`config.mk`:
```
export PLATFORM = sky130hd
export DESIGN_NAME = smart_ram
export DESIGN_NICKNAME = d
export VERILOG_FILES = /design/src/rtl/smart_ram_pkg.sv /design/src/rtl/smart_ram_addr_gen.sv /design/src/rtl/smart_ram.sv
export SDC_FILE = /design/constraint.sdc
export NUM_CORES = 1
export LEC_CHECK = 0
export ABC_AREA = 0
export CAP_MARGIN = 20
export CORE_AREA = 4 4 128 130
export CTS_CLUSTER_DIAMETER = 120
export DETAILED_ROUTE_END_ITERATION = 6
export DIE_AREA = 0 0 132 134
export HOLD_SLACK_MARGIN = 0.08
export PLACE_DENSITY = 0.58
export SYNTH_ARGS = -nofsm -noshare
export SYNTH_HDL_FRONTEND = slang
export SYNTH_HIERARCHICAL = 1
export SYNTH_SLANG_ARGS = --single-unit
export TNS_END_PERCENT = 10
```
`constraint.sdc`:
```
create_clock -name clk -period 2.5 [get_ports clk]
set_input_delay 0.5 -clock clk [delete_from_list [all_inputs] [get_ports clk]]
set_output_delay 0.5 -clock clk [all_outputs]
set_load 0.005 [all_outputs]
```
`src/rtl/smart_ram_pkg.sv`:
```
// rtl/smart_ram_pkg.sv - shared constants and FSM encoding for the smart_ram responder
//
// Purpose: state encoding for the SRAM access FSM, default wait states and the
//          sample/offset widths shared with the effect blocks.
// Ports:   none (package)
package smart_ram_pkg;

  localparam int DEF_DATA_WIDTH = 16;
  localparam int DEF_ADDR_WIDTH = 12;
  localparam int DEF_READ_WAIT  = 2;
  localparam int DEF_WRITE_WAIT = 2;

  localparam logic [2:0] ST_IDLE    = 3'd0;
  localparam logic [2:0] ST_RD      = 3'd1;
  localparam logic [2:0] ST_RD_DONE = 3'd2;
  localparam logic [2:0] ST_W_SETUP = 3'd3;
  localparam logic [2:0] ST_W_PULSE = 3'd4;
  localparam logic [2:0] ST_W_HOLD  = 3'd5;
  localparam logic [2:0] ST_WR_DONE = 3'd6;

  typedef enum logic [2:0] {
    S_IDLE    = ST_IDLE,
    S_RD      = ST_RD,
    S_RD_DONE = ST_RD_DONE,
    S_W_SETUP = ST_W_SETUP,
    S_W_PULSE = ST_W_PULSE,
    S_W_HOLD  = ST_W_HOLD,
    S_WR_DONE = ST_WR_DONE
  } state_e;

endpackage

```
`src/rtl/smart_ram_addr_gen.sv`:
```
// rtl/smart_ram_addr_gen.sv - circular-buffer head counter and physical address generator
//
// Purpose: keeps the head pointer (advanced once per audio sample) and turns an
//          offset behind the head into a physical SRAM address.
// Ports:   clk_i, rst_i      clock, synchronous active-high reset
//          sample_tick_i     advance head by one (wraps at 2^ADDR_WIDTH)
//          offset_i          offset behind head
//          addr_o            BASE_ADDR + ((head - offset) mod 2^ADDR_WIDTH), combinational
module smart_ram_addr_gen
  import smart_ram_pkg::*;
#(
  parameter int                         ADDR_WIDTH      = DEF_ADDR_WIDTH,
  parameter int                         SRAM_ADDR_WIDTH = 18,
  parameter logic [SRAM_ADDR_WIDTH-1:0] BASE_ADDR       = '0
) (
  input  logic                       clk_i,
  input  logic                       rst_i,
  input  logic                       sample_tick_i,
  input  logic [ADDR_WIDTH-1:0]      offset_i,
  output logic [SRAM_ADDR_WIDTH-1:0] addr_o
);

  logic [ADDR_WIDTH-1:0] head_q;
  logic [ADDR_WIDTH-1:0] head_d;
  logic [ADDR_WIDTH-1:0] rel;

  // Natural ADDR_WIDTH overflow provides both the head wrap and the modulo subtract.
  assign head_d = sample_tick_i ? head_q + 1'b1 : head_q;
  assign rel    = head_q - offset_i;
  assign addr_o = BASE_ADDR + SRAM_ADDR_WIDTH'(rel);

  always_ff @(posedge clk_i) begin
    if (rst_i) head_q <= '0;
    else       head_q <= head_d;
  end

endmodule

```
`src/rtl/smart_ram.sv`:
```
// rtl/smart_ram.sv - effects-to-SRAM responder driving an asynchronous 16-bit SRAM
//
// Purpose: latches read/write request pulses, serialises them onto the SRAM pins
//          with programmable wait states, returns one-cycle finish pulses.
// Ports:   clk, rst                    clock, synchronous active-high reset
//          sample_tick                 advance circular-buffer head
//          req_rd, req_wr              request pulses
//          req_offset, req_data        offset behind head, write data
//          rd_data                     last read word
//          read_finish, write_finish   completion pulses
//          busy                        FSM active or request pending
//          sram_*                      SRAM address, data, tri-state enable, strobes
module smart_ram
  import smart_ram_pkg::*;
#(
  parameter int                         DATA_WIDTH      = DEF_DATA_WIDTH,
  parameter int                         ADDR_WIDTH      = DEF_ADDR_WIDTH,
  parameter int                         SRAM_ADDR_WIDTH = 18,
  parameter logic [SRAM_ADDR_WIDTH-1:0] BASE_ADDR       = '0,
  parameter int                         READ_WAIT       = DEF_READ_WAIT,
  parameter int                         WRITE_WAIT      = DEF_WRITE_WAIT
) (
  input  logic                       clk,
  input  logic                       rst,
  input  logic                       sample_tick,
  input  logic                       req_rd,
  input  logic                       req_wr,
  input  logic [ADDR_WIDTH-1:0]      req_offset,
  input  logic [DATA_WIDTH-1:0]      req_data,
  output logic [DATA_WIDTH-1:0]      rd_data,
  output logic                       read_finish,
  output logic                       write_finish,
  output logic                       busy,
  output logic [SRAM_ADDR_WIDTH-1:0] sram_addr,
  output logic [DATA_WIDTH-1:0]      sram_dq_out,
  output logic                       sram_dq_oe,
  input  logic [DATA_WIDTH-1:0]      sram_dq_in,
  output logic                       sram_ce_n,
  output logic                       sram_oe_n,
  output logic                       sram_we_n,
  output logic                       sram_ub_n,
  output logic                       sram_lb_n
);

  localparam int CNT_W = 8;

  state_e                     state_q, state_d;
  logic                       pend_rd_q, pend_rd_d;
  logic                       pend_wr_q, pend_wr_d;
  logic [SRAM_ADDR_WIDTH-1:0] rd_addr_q, rd_addr_d;
  logic [SRAM_ADDR_WIDTH-1:0] wr_addr_q, wr_addr_d;
  logic [DATA_WIDTH-1:0]      wr_data_q, wr_data_d;
  logic [DATA_WIDTH-1:0]      rd_data_q, rd_data_d;
  logic [CNT_W-1:0]           cnt_q, cnt_d;
  logic [SRAM_ADDR_WIDTH-1:0] req_addr;

  smart_ram_addr_gen #(
    .ADDR_WIDTH      (ADDR_WIDTH),
    .SRAM_ADDR_WIDTH (SRAM_ADDR_WIDTH),
    .BASE_ADDR       (BASE_ADDR)
  ) u_addr_gen (
    .clk_i         (clk),
    .rst_i         (rst),
    .sample_tick_i (sample_tick),
    .offset_i      (req_offset),
    .addr_o        (req_addr)
  );

  // Next-state, request capture and wait counting.
  always_comb begin
    state_d   = state_q;
    pend_rd_d = pend_rd_q;
    pend_wr_d = pend_wr_q;
    rd_addr_d = rd_addr_q;
    wr_addr_d = wr_addr_q;
    wr_data_d = wr_data_q;
    rd_data_d = rd_data_q;
    cnt_d     = cnt_q;

    if (req_rd) begin
      pend_rd_d = 1'b1;
      rd_addr_d = req_addr;
    end
    if (req_wr) begin
      pend_wr_d = 1'b1;
      wr_addr_d = req_addr;
      wr_data_d = req_data;
    end

    unique case (state_q)
      S_IDLE: begin
        cnt_d = '0;
        // Raw request pulses bypass the pending flags so an idle launch costs no cycle.
        if (pend_rd_q || req_rd)      state_d = S_RD;
        else if (pend_wr_q || req_wr) state_d = S_W_SETUP;
      end
      S_RD: begin
        if (cnt_q == CNT_W'(READ_WAIT - 1)) begin
          rd_data_d = sram_dq_in;
          cnt_d     = '0;
          state_d   = S_RD_DONE;
        end else begin
          cnt_d = cnt_q + 1'b1;
        end
      end
      S_RD_DONE: begin
        // A fresh read landing here must survive the clear.
        if (!req_rd) pend_rd_d = 1'b0;
        state_d = S_IDLE;
      end
      S_W_SETUP: begin
        cnt_d   = '0;
        state_d = S_W_PULSE;
      end
      S_W_PULSE: begin
        if (cnt_q == CNT_W'(WRITE_WAIT - 1)) begin
          cnt_d   = '0;
          state_d = S_W_HOLD;
        end else begin
          cnt_d = cnt_q + 1'b1;
        end
      end
      S_W_HOLD: state_d = S_WR_DONE;
      S_WR_DONE: begin
        if (!req_wr) pend_wr_d = 1'b0;
        state_d = S_IDLE;
      end
      default: state_d = S_IDLE;
    endcase
  end

  // Pin drive decoded from the registered state; dq_oe is only ever high while oe_n is high.
  always_comb begin
    sram_ce_n    = 1'b1;
    sram_oe_n    = 1'b1;
    sram_we_n    = 1'b1;
    sram_dq_oe   = 1'b0;
    sram_addr    = '0;
    sram_dq_out  = '0;
    read_finish  = 1'b0;
    write_finish = 1'b0;
    unique case (state_q)
      S_RD: begin
        sram_ce_n = 1'b0;
        sram_oe_n = 1'b0;
        sram_addr = rd_addr_q;
      end
      S_RD_DONE: read_finish = 1'b1;
      S_W_SETUP, S_W_HOLD: begin
        sram_ce_n   = 1'b0;
        sram_dq_oe  = 1'b1;
        sram_addr   = wr_addr_q;
        sram_dq_out = wr_data_q;
      end
      S_W_PULSE: begin
        sram_ce_n   = 1'b0;
        sram_we_n   = 1'b0;
        sram_dq_oe  = 1'b1;
        sram_addr   = wr_addr_q;
        sram_dq_out = wr_data_q;
      end
      S_WR_DONE: write_finish = 1'b1;
      default: ;
    endcase
  end

  assign sram_ub_n = 1'b0;
  assign sram_lb_n = 1'b0;
  assign rd_data   = rd_data_q;
  assign busy      = (state_q != S_IDLE) || pend_rd_q || pend_wr_q;

  always_ff @(posedge clk) begin
    if (rst) begin
      state_q   <= S_IDLE;
      pend_rd_q <= 1'b0;
      pend_wr_q <= 1'b0;
      rd_addr_q <= '0;
      wr_addr_q <= '0;
      wr_data_q <= '0;
      rd_data_q <= '0;
      cnt_q     <= '0;
    end else begin
      state_q   <= state_d;
      pend_rd_q <= pend_rd_d;
      pend_wr_q <= pend_wr_d;
      rd_addr_q <= rd_addr_d;
      wr_addr_q <= wr_addr_d;
      wr_data_q <= wr_data_d;
      rd_data_q <= rd_data_d;
      cnt_q     <= cnt_d;
    end
  end

endmodule

```
==> impl_results.md, run 1 <==
- Post-synthesis cell count: 479
- EDFF count, synth: 0
- Die width: 132 µm
- # hold bufs at CTS: 0
- R2r startpoint: u_addr_gen/head_q[0]$_SDFFE_PP0P_
- Yosys Warn Count: 6
- LEAKAGE: slightly above 3 nW
- Main area contributors after synthesis: dfxtp_1 (42%), mux2i_1 (15%), nor2_1 (8.1%), ha_1 (3.9%), a22o_1 (3.5%)
- Worst Setup Path Type: flop to primary output
- Yosys reg bits: 93
- Core Region: between 15000 and 20000 µm²
- Sw power: between 1 and 1.5 mW
- Most common cell in the synthesized netlist: nor2_1
- Final worst slack: between 0.06 and 0.07 ns
- Largest net degree at the start of global routing: 27
- Final-report max-slew violation count: 0
- Final Skew: around 0.0090 ns
- GRT Total Usage: 12.49%
- Clk sinks: 93
- Final Net Count: 662
- Max stage delay on crit path: around 0.45 ns
- Crit start category: flop
- Reg2Reg Setup Slack: about 0.33 ns
- Mean post-synth cell area: 9.336 µm²
- Setup TNS: 0 ns
- Worst Hold Depth: 2
- Die ar.: about 18000 µm²
- Initial DRC count: ~180
- Crit path arrival time: about 1.9 ns
- Longest Clk Path Bufs: 2
- Core Util, Final: 41.74%
- Synth top cells by count: nor2_1 (97), dfxtp_1 (93), mux2i_1 (69)
- H-Tree Level Count: 3
- Mapped Area: around 4500 µm²
- Power Dens Cells: 707.3 nW/µm²
- Worst R2R Path Depth: 10
- # fillers: 1429
- Antenna-violating nets left: 0
- Maxcap violations: 0
- Detail Placement HPWL: 7826 µm
- DRC: 0
- Sw Share: 29.72%
- Initial antenna violation count: 0
- Critical R2R Capture: wr_addr_q[10]$_SDFFE_PP0P_
- Vias in the first global route: 3737
- Share of the synthesized area in the top cell type: 41.63%
- Maximum clock frequency: 0.4107 GHz
- Status: completed
- Largest area contributor in the netlist: dfxtp_1
- Yosys cell types: 49
- Worst path bufs/invs: 3
- Worst Path Required: 2.00 ns
- Setup-failing EPs final: 0
- Seq/Total Area, Yosys: 41.63%
- IO Pins: 108
- Slowest library cell on the worst path: clkdlybuf4s50_1
- Hold Crit Start: wr_data_q[3]$_SDFFE_PP0P_
- Worst VDD drop: 0.3665 mV
- Initial DRT Pass Iterations: 4
- Reg clk slew, reported paths: 0.07 ns
- Tmin final: 2.435 ns
- Internal: 3.143 mW
- CP Capture Type: primary output
- First-pass GRT wire length: 18030 µm
- Final period utilization: between 90% and 100%
- Via density per instance: 4.604
- Final Power: between 4 and 5 mW
- Number of CTS-inserted buffers: 9
- Logic gate share of total power: 30.2%
- Final hold vios: 0
- Ant. Diodes: 0
- Port Buffers: 105
- Root Buffer: clkbuf_16
- Place WS: -0.2163 ns
- Routed wire length: 11280 µm
- CP max FO: 11
- Die Ht: between 100 and 150 µm
- Worst-Margin Slew: 0.4850 ns
- Hold EP: wr_data_q[3]$_SDFFE_PP0P_
- CP Cell Sequence: inv_1, nor2_2, a21o_4, clkbuf_16, a22o_4, clkdlybuf4s50_1
- Most used DFF post-synth: dfxtp_1
- Slew headroom: 67.03%
- Via count: 3642
- Row cnt: 45
- Clk_lat worst skew: 0.35 ns
- Grt total ovfl: 0
- WL per Instance: 14.26 µm
- Area Growth Syn to Fin: 41.38%
- GP Congestion: between 0.8 and 0.9
- Post-synth ARST share: 0%
- Initial Util: 29.52%
- Worst path top cell family by delay: buffers and inverters
- CTS tree: yes
- Layout cells sized above 1: about 11%
- HP Class: flop to flop
- Sequential power share: 37.5%
- Clock share of power: around 32%
==> power groups by stage <==
stage / Clock, mW / Combinational (mW) / Sequential, mW
final: 1.44 / 1.35 / 1.68
after CTS: 1.52 / 1.18 / 1.67
after global routing: 1.58 / 1.47 / 1.69
after global placement: 0 / 1.15 / 1.70
after floorplan: 0 / 0.668 / 1.68
after detailed placement: 0 / 1.15 / 1.70
==> worst max-delay path by stage <==
stage                       startpoint  depth (start not counted)  slack (ns)                          to
3_3_place_gp             req_offset[0]                         10       -0.19  wr_addr_q[10]$_SDFFE_PP0P_
2_1_floorplan            req_offset[0]                          9        0.41  wr_addr_q[10]$_SDFFE_PP0P_
3_5_place_dp             req_offset[0]                         10       -0.22  rd_addr_q[10]$_SDFFE_PP0P_
6_report       state_q[0]$_SDFFE_PP0P_                          6        0.07                sram_addr[9]
5_1_grt        state_q[0]$_SDFFE_PP0P_                          6       -0.01                sram_addr[9]
4_1_cts        state_q[2]$_SDFFE_PP0P_                          5       -0.02                sram_addr[7]
==> layout make-up <==
class,instances,area [µm²],share of cell area (%)
multi-input combinational,340,2414,38.18
inverter,19,71.32,1.128
clock buffer,9,225.2,3.562
timing repair buffer,135,1419,22.44
tap,188,235.2,3.721
sequential,93,1866,29.51
clock inverter,7,92.59,1.464
==> flip-flops by register name (all words and copies together), names as in the netlist <==
register	cells
u_addr_gen/head_q	12
wr_addr_q	18
pend_rd_q	1
cnt_q	8
rd_addr_q	18
pend_wr_q	1
wr_data_q	16
state_q	3
rd_data	16
==> cells in the final DEF, fill, tap and decap left out, types with 6 or more instances in the layout <==
master,netlist,layout
clkdlybuf4s50_1,0,86
xor2_1,15,15
nand3_1,6,6
clkbuf_16,0,12
dfxtp_1,93,90
xnor2_1,12,12
nor3_1,6,6
a22o_1,18,16
dlymetal6s2s_1,0,16
inv_1,19,19
mux2i_1,69,69
ha_1,14,14
nor2_1,97,96
buf_4,10,21
conb_1,2,8
a21oi_1,9,9
nand2_1,12,12
and2_1,16,16
==> per-layer routing <==
layer,vias to the layer above,wire length (µm),global-route usage (%)
met2,88,5439,21.52
met1,1690,5129,14.87
met4,0,157,3.676
met5,-,0,0
li1,1847,-,-
met3,17,556,4.089
==> tightest hold or removal path: stages (launching register included) <==
cell,delay [ns]
dfxtp_1,0.32
mux2i_1,0.06
nor2_1,0.07
==> stage by stage <==
step	hold slack, ns	instances	cell area, µm²
global placement	0.4665	771	5813
CTS	0.4968	787	6142
floorplan	0.4515	485	4494
detailed placement	0.4780	771	5813
global route	0.5203	791	6322
finish	0.4920	791	6322
==> logic make-up (layout without fill, tap and decap cells) <==
kind of cell	after synthesis	after routing	synth area share, %
multiplexers	71	71	16.00
AND/OR/NAND/NOR	168	168	18.13
adder cells (fa/ha/maj)	15	15	4.365
other	2	8	0.1679
AO/OA/AOI/OAI	51	51	8.701
XOR/XNOR	27	27	5.288
flip-flops	93	93	41.63
buffers and inverters	52	170	5.708
==> timing repair <==
action                                  in CTS  in global routing
gates cloned                                 0                  3
endpoints found under the hold margin        0                  0
pin swaps                                    0                  2
buffers inserted                             0                  1
gates resized for setup                      4                 28
endpoints found under the setup margin      20                 33
Note: power is estimated with default switching activity, not from simulation.
==> run 2: changes to the inputs <==
Settings changed: SETUP_SLACK_MARGIN set to 0.1.
==> run 2 against run 1 <==
  * Sequential cell count unchanged
  * Final area down 0.89%
  * Setup slack better by 0.0063 ns
  * Sequential power about the same
  * Non-clock buffer count up 2
  * Register-to-register slack better by 0.07 ns
==> impl_results.md, run 2 (synthesized netlist as in run 1, its figures left out) <==
- Status: completed
- Hold EP: wr_data_q[7]$_SDFFE_PP0P_
- Routed wire length: roughly 11000 µm
- Final period utilization: 97.15%
- GRT Total Usage: ~12%
- Grt total ovfl: 0
- Detail Placement HPWL: 7826 µm
- Antenna-violating nets left: 0
- Via count: 3642
- IO Pins: 108
- Final-report max-slew violation count: 0
- Die Ht: about 130 µm
- Area Growth Syn to Fin: 40.12%
- Reg clk slew, reported paths: 0.07 ns
- HP Class: flop to flop
- Biggest regs: rd_addr_q x18, wr_addr_q x18
- Clk sinks: 93
- Setup-failing EPs final: 0
- Reg2Reg Setup Slack: about 0.40 ns
- Final Skew: 0.008957 ns
- Crit path arrival time: 1.93 ns
- Hold Crit Start: wr_data_q[7]$_SDFFE_PP0P_
- Worst Setup Path Type: flop to primary output
- CTS tree: yes
- Longest Clk Path Bufs: 2
- Worst-Margin Slew: ~0.49 ns
- Largest net degree at the start of global routing: 27
- Worst Hold Depth: 2
- H-Tree Level Count: 3
- Ant. Diodes: 0
- Row cnt: 45
- Commonest non-fill, non-tap cell in the layout: nor2_1
- Final Power: 4.440 mW
- Die ar.: 17690 µm²
- CP max FO: 8
- Critical R2R Capture: rd_addr_q[10]$_SDFFE_PP0P_
- WL per Instance: approximately 14 µm
- First-pass GRT wire length: 18020 µm
- Port Buffers: 105
- Initial antenna violation count: 0
- Maxcap violations: 0
- R2r startpoint: u_addr_gen/head_q[0]$_SDFFE_PP0P_
- Die width: 132 µm
- Worst R2R Path Depth: 10
- Clk_lat worst skew: between 0.3 and 0.4 ns
- Setup repair after global routing missed its margin: true
- Cells after DPL: 771
- LEAKAGE: 2.912 nW
- Number of CTS-inserted buffers: 9
- Initial DRT Pass Iterations: 4
- DRC: 0
- Worst VDD drop: between 0.3 and 0.4 mV
- Root Buffer: clkbuf_16
- Final Net Count: 664
- Layout cells sized above 1: between 10% and 20%
- GP Congestion: about 0.82
- Maximum clock frequency: 0.4117 GHz
- CP Capture Type: primary output
- Slew headroom: 67.00%
- Final hold vios: 0
- # hold bufs at CTS: 0
- Core Util, Final: between 40% and 50%
- Vias in the first global route: 3731
- Tmin final: 2.429 ns
- Commonest non-fill, non-tap cells in the layout: nor2_1 (96), dfxtp_1 (91), clkdlybuf4s50_1 (87)
- Initial Util: 29.52%
- Worst Path Required: 2.00 ns
- Final std cells w/o fill: 793
- Core Region: 15150 µm²
- Power Dens Cells: 708.6 nW/µm²
- Via density per instance: about 4.6
- Initial DRC count: 158
- Crit start category: flop
-- run 2: what timing repair did --
action / CTS / global route
gates resized for setup: 14 / 17
gates cloned: 0 / 2
endpoints found under the setup margin: 34 / 32
pin swaps: 4 / 1
endpoints found under the hold margin: 0 / 0
buffers inserted: 0 / 4
-- run 2: cell type report --
| class | count | area (µm²) |
|---|---|---|
| clock inverters | 7 | 92.59 |
| fillers | 1434 | 8880 |
| flip-flops and latches | 93 | 1864 |
| inverters | 19 | 71.32 |
| clock buffers | 9 | 225.2 |
| well taps | 188 | 235.2 |
| repair buffers | 137 | 1364 |
| multi-input cells | 340 | 2414 |
-- run 2: where the power goes --
| group | internal [mW] | switching, mW |
|---|---|---|
| Sequential | 1.60 | 0.0810 |
| Combinational | 0.726 | 0.594 |
| Clock | 0.802 | 0.643 |
| Total | 3.12 | 1.32 |
-- run 2: layer usage --
| layer | track usage [%] | part of all wire (%) | vias up |
|---|---|---|---|
| li1 | - | - | 1853 |
| met2 | 21.49 | 48 | 75 |
| met4 | 3.676 | 1.3 | 0 |
| met1 | 14.89 | 46 | 1699 |
| met5 | 0 | 0 | - |
| met3 | 4.089 | 4.4 | 15 |
-- run 2: worst max-delay path by stage --
stage / from / end / slack (ns) / cells past startpoint
after floorplan: req_offset[0] / wr_addr_q[10]$_SDFFE_PP0P_ / 0.41 / 9
final: state_q[2]$_SDFFE_PP0P_ / sram_addr[12] / 0.07 / 6
after detailed placement: req_offset[0] / rd_addr_q[10]$_SDFFE_PP0P_ / -0.22 / 10
after CTS: state_q[2]$_SDFFE_PP0P_ / sram_addr[7] / -0.02 / 5
after global placement: req_offset[0] / wr_addr_q[10]$_SDFFE_PP0P_ / -0.19 / 10
after global routing: state_q[2]$_SDFFE_PP0P_ / sram_dq_out[13] / -0.02 / 5
-- run 2: worst max-delay path: stages (launching register included) --
cell and delay (ns):
dfxtp_1 0.33, buf_4 0.17, nor3b_4 0.17, buf_6 0.14, clkbuf_16 0.14, a22o_1 0.13, clkdlybuf4s50_1 0.50
-- run 2: through the flow --
step           area, µm²  setup WS, ns  hold slack [ns]  TNS [ns]
6_report            6266       0.07129           0.4929         0
2_1_floorplan       4494        0.4081           0.4515         0
4_1_cts             6132      -0.01887           0.4968  -0.04545
5_1_grt             6266      -0.02347           0.5206   -0.1100
3_3_place_gp        5813       -0.1860           0.4665    -1.164
3_5_place_dp        5813       -0.2163           0.4780    -1.561
==> run 3: changes to the inputs <==
Settings changed: CORE_AREA 4 4 128 130 to 4 4 146 113, DIE_AREA 0 0 132 134 to 0 0 150 117, PLACE_DENSITY 0.58 to 0.59.
==> run 3 against run 2 <==
  * Setup slack got worse by 0.025 ns
  * Routed wire length increased by 3.7%
  * Global-route usage about the same
  * Via count increased by 1.1%
  * Die area decreased by 0.78%
  * Clock skew decreased by 0.0026 ns
  * Sequential cell count unchanged
  * Critical path type unchanged
  * Highest routed layer unchanged
==> impl_results.md, run 3 (synthesized netlist as in run 1, its figures left out) <==
- Longest Clk Path Bufs: 2
- Logic gate share of total power: slightly below 30%
- Initial DRC count: 155
- CTS tree: yes
- Status: completed
- H-Tree Level Count: 3
- Sw power: 1.209 mW
- Sw Share: between 20% and 30%
- Biggest regs: rd_addr_q x18, wr_addr_q x18
- Detail Route met2 WL: 5156 µm
- Layout cells sized above 1: 12.13%
- Internal: ~3 mW
- Met3 WL post-DR: 551 µm
- Root Buffer: clkbuf_16
- DRC: 0
- Final worst slack: 0.04678 ns
- DR top layer: met4
- Detail Placement HPWL: 8359 µm
- Ant. Diodes: 0
- Tmin final: between 2 and 2.5 ns
- Hold slack: about 0.48 ns
- CP max FO: 15
- Initial Util: a little under 30%
- Core Region: between 15000 and 20000 µm²
- Final Cell Area: approximately 6200 µm²
- Maxcap violations: 0
- LEAKAGE: 2.939 nW
- Antenna-violating nets left: 0
- Final-report max-slew violation count: 0
- Setup repair after global routing missed its margin: true
- Final Power: 4.179 mW
- Final period utilization: slightly below 100%
- Final std cells w/o fill: 807
- Final hold vios: 0
- Initial DRT Pass Iterations: 4
- Worst VDD drop: 0.3816 mV
- Number of CTS-inserted buffers: 9
- Via density per instance: 4.561
- Largest net degree at the start of global routing: 33
- Commonest non-fill, non-tap cells in the layout: nor2_1 (96), dfxtp_1 (90), clkdlybuf4s50_1 (82)
- Clk sinks: a little over 90
- Worst Setup Path Type: flop to primary output
- Setup TNS: 0 ns
- Vias in the first global route: 3491
- Worst Path Required: 2.00 ns
- Die ar.: 17550 µm²
- Cells after DPL: 791
- Register area: ~1900 µm²
- Die width: 150 µm
- Area of the multi-input gates: 2444 µm²
- Final Skew: 0.006309 ns
- WL per Instance: 14.22 µm
- Crit start category: flop
- Area Growth Syn to Fin: 39.68%
- # fillers: 1522
- First-pass GRT wire length: 17310 µm
- DP Area: about 5900 µm²
- HP Class: flop to flop
- Reg clk slew, reported paths: roughly 0.060 ns
- Initial antenna violation count: 0
- Crit path arrival time: 1.95 ns
- Port Buffers: 105
- CP Capture Type: primary output
- Clk_lat worst skew: 0.34 ns
- Sequential power share: 40.5%
- Commonest non-fill, non-tap cell in the layout: nor2_1
- # hold bufs at CTS: 0
- Maximum clock frequency: 0.4076 GHz
- Clock share of power: 30.0%
- Grt total ovfl: 0
- Die Ht: about 120 µm
- GRT Total Usage: between 10 and 15%
- Core Util, Final: 41.56%
- Place WS: -0.2782 ns
- Routed wire length: 11470 µm
- Row cnt: 39
- Via count: about 3700
- GP Congestion: between 0.8 and 0.9
- Setup-failing EPs final: 0
- Final Net Count: 663
- Power Dens Cells: 669.1 nW/µm²
- IO Pins: around 110
- WL met1: 5597 µm
[run 3: path summary, 6_finish.rpt]
check / from / end / slack, ns / cells past startpoint
max reg2reg: u_addr_gen/head_q[0]$_SDFFE_PP0P_ / rd_addr_q[10]$_SDFFE_PP0P_ / 0.33 / 10
min: wr_data_q[7]$_SDFFE_PP0P_ / wr_data_q[7]$_SDFFE_PP0P_ / 0.48 / 2
max: state_q[2]$_SDFFE_PP0P_ / sram_addr[4] / 0.05 / 5
min reg2reg: wr_data_q[7]$_SDFFE_PP0P_ / wr_data_q[7]$_SDFFE_PP0P_ / 0.48 / 2
[run 3: layout make-up]
class / count / share of cell area, %
Timing Repair Buffer: 136 / 21.45
Sequential cell: 93 / 29.91
Clock buffer: 12 / 4.107
Multi-Input combinational cell: 340 / 39.12
Tap cell: 205 / 4.107
Clock inverter: 2 / 0.1603
Inverter: 19 / 1.142
[run 3: metal layers]
layer | vias up | GRT usage, %
met3 | 13 | 3.541
met5 | - | 0
met2 | 75 | 19.62
met4 | 0 | 4.022
met1 | 1748 | 16.83
li1 | 1845 | -
[run 3: power by group through the flow]
stage	Combinational [mW]	Sequential (mW)	Clock, mW
after floorplan	0.668	1.68	0
after global placement	1.16	1.70	0
after detailed placement	1.18	1.71	0
after CTS	1.19	1.69	1.31
after global routing	1.34	1.71	1.36
final	1.23	1.69	1.25
[run 3: worst max-delay path: stages, from the launching register on]
cell and delay, ns:
dfxtp_2 0.38, nor2b_2 0.22, a21o_4 0.17, buf_12 0.16
a22o_1 0.17, clkdlybuf4s50_1 0.52
[run 3: repair_timing]
item	4_1_cts	5_1_grt
endpoints found under the setup margin	37	31
gates cloned	0	1
pin swaps	1	10
gates resized for setup	21	20
setup buffers	0	1
hold endpoints to repair	0	0
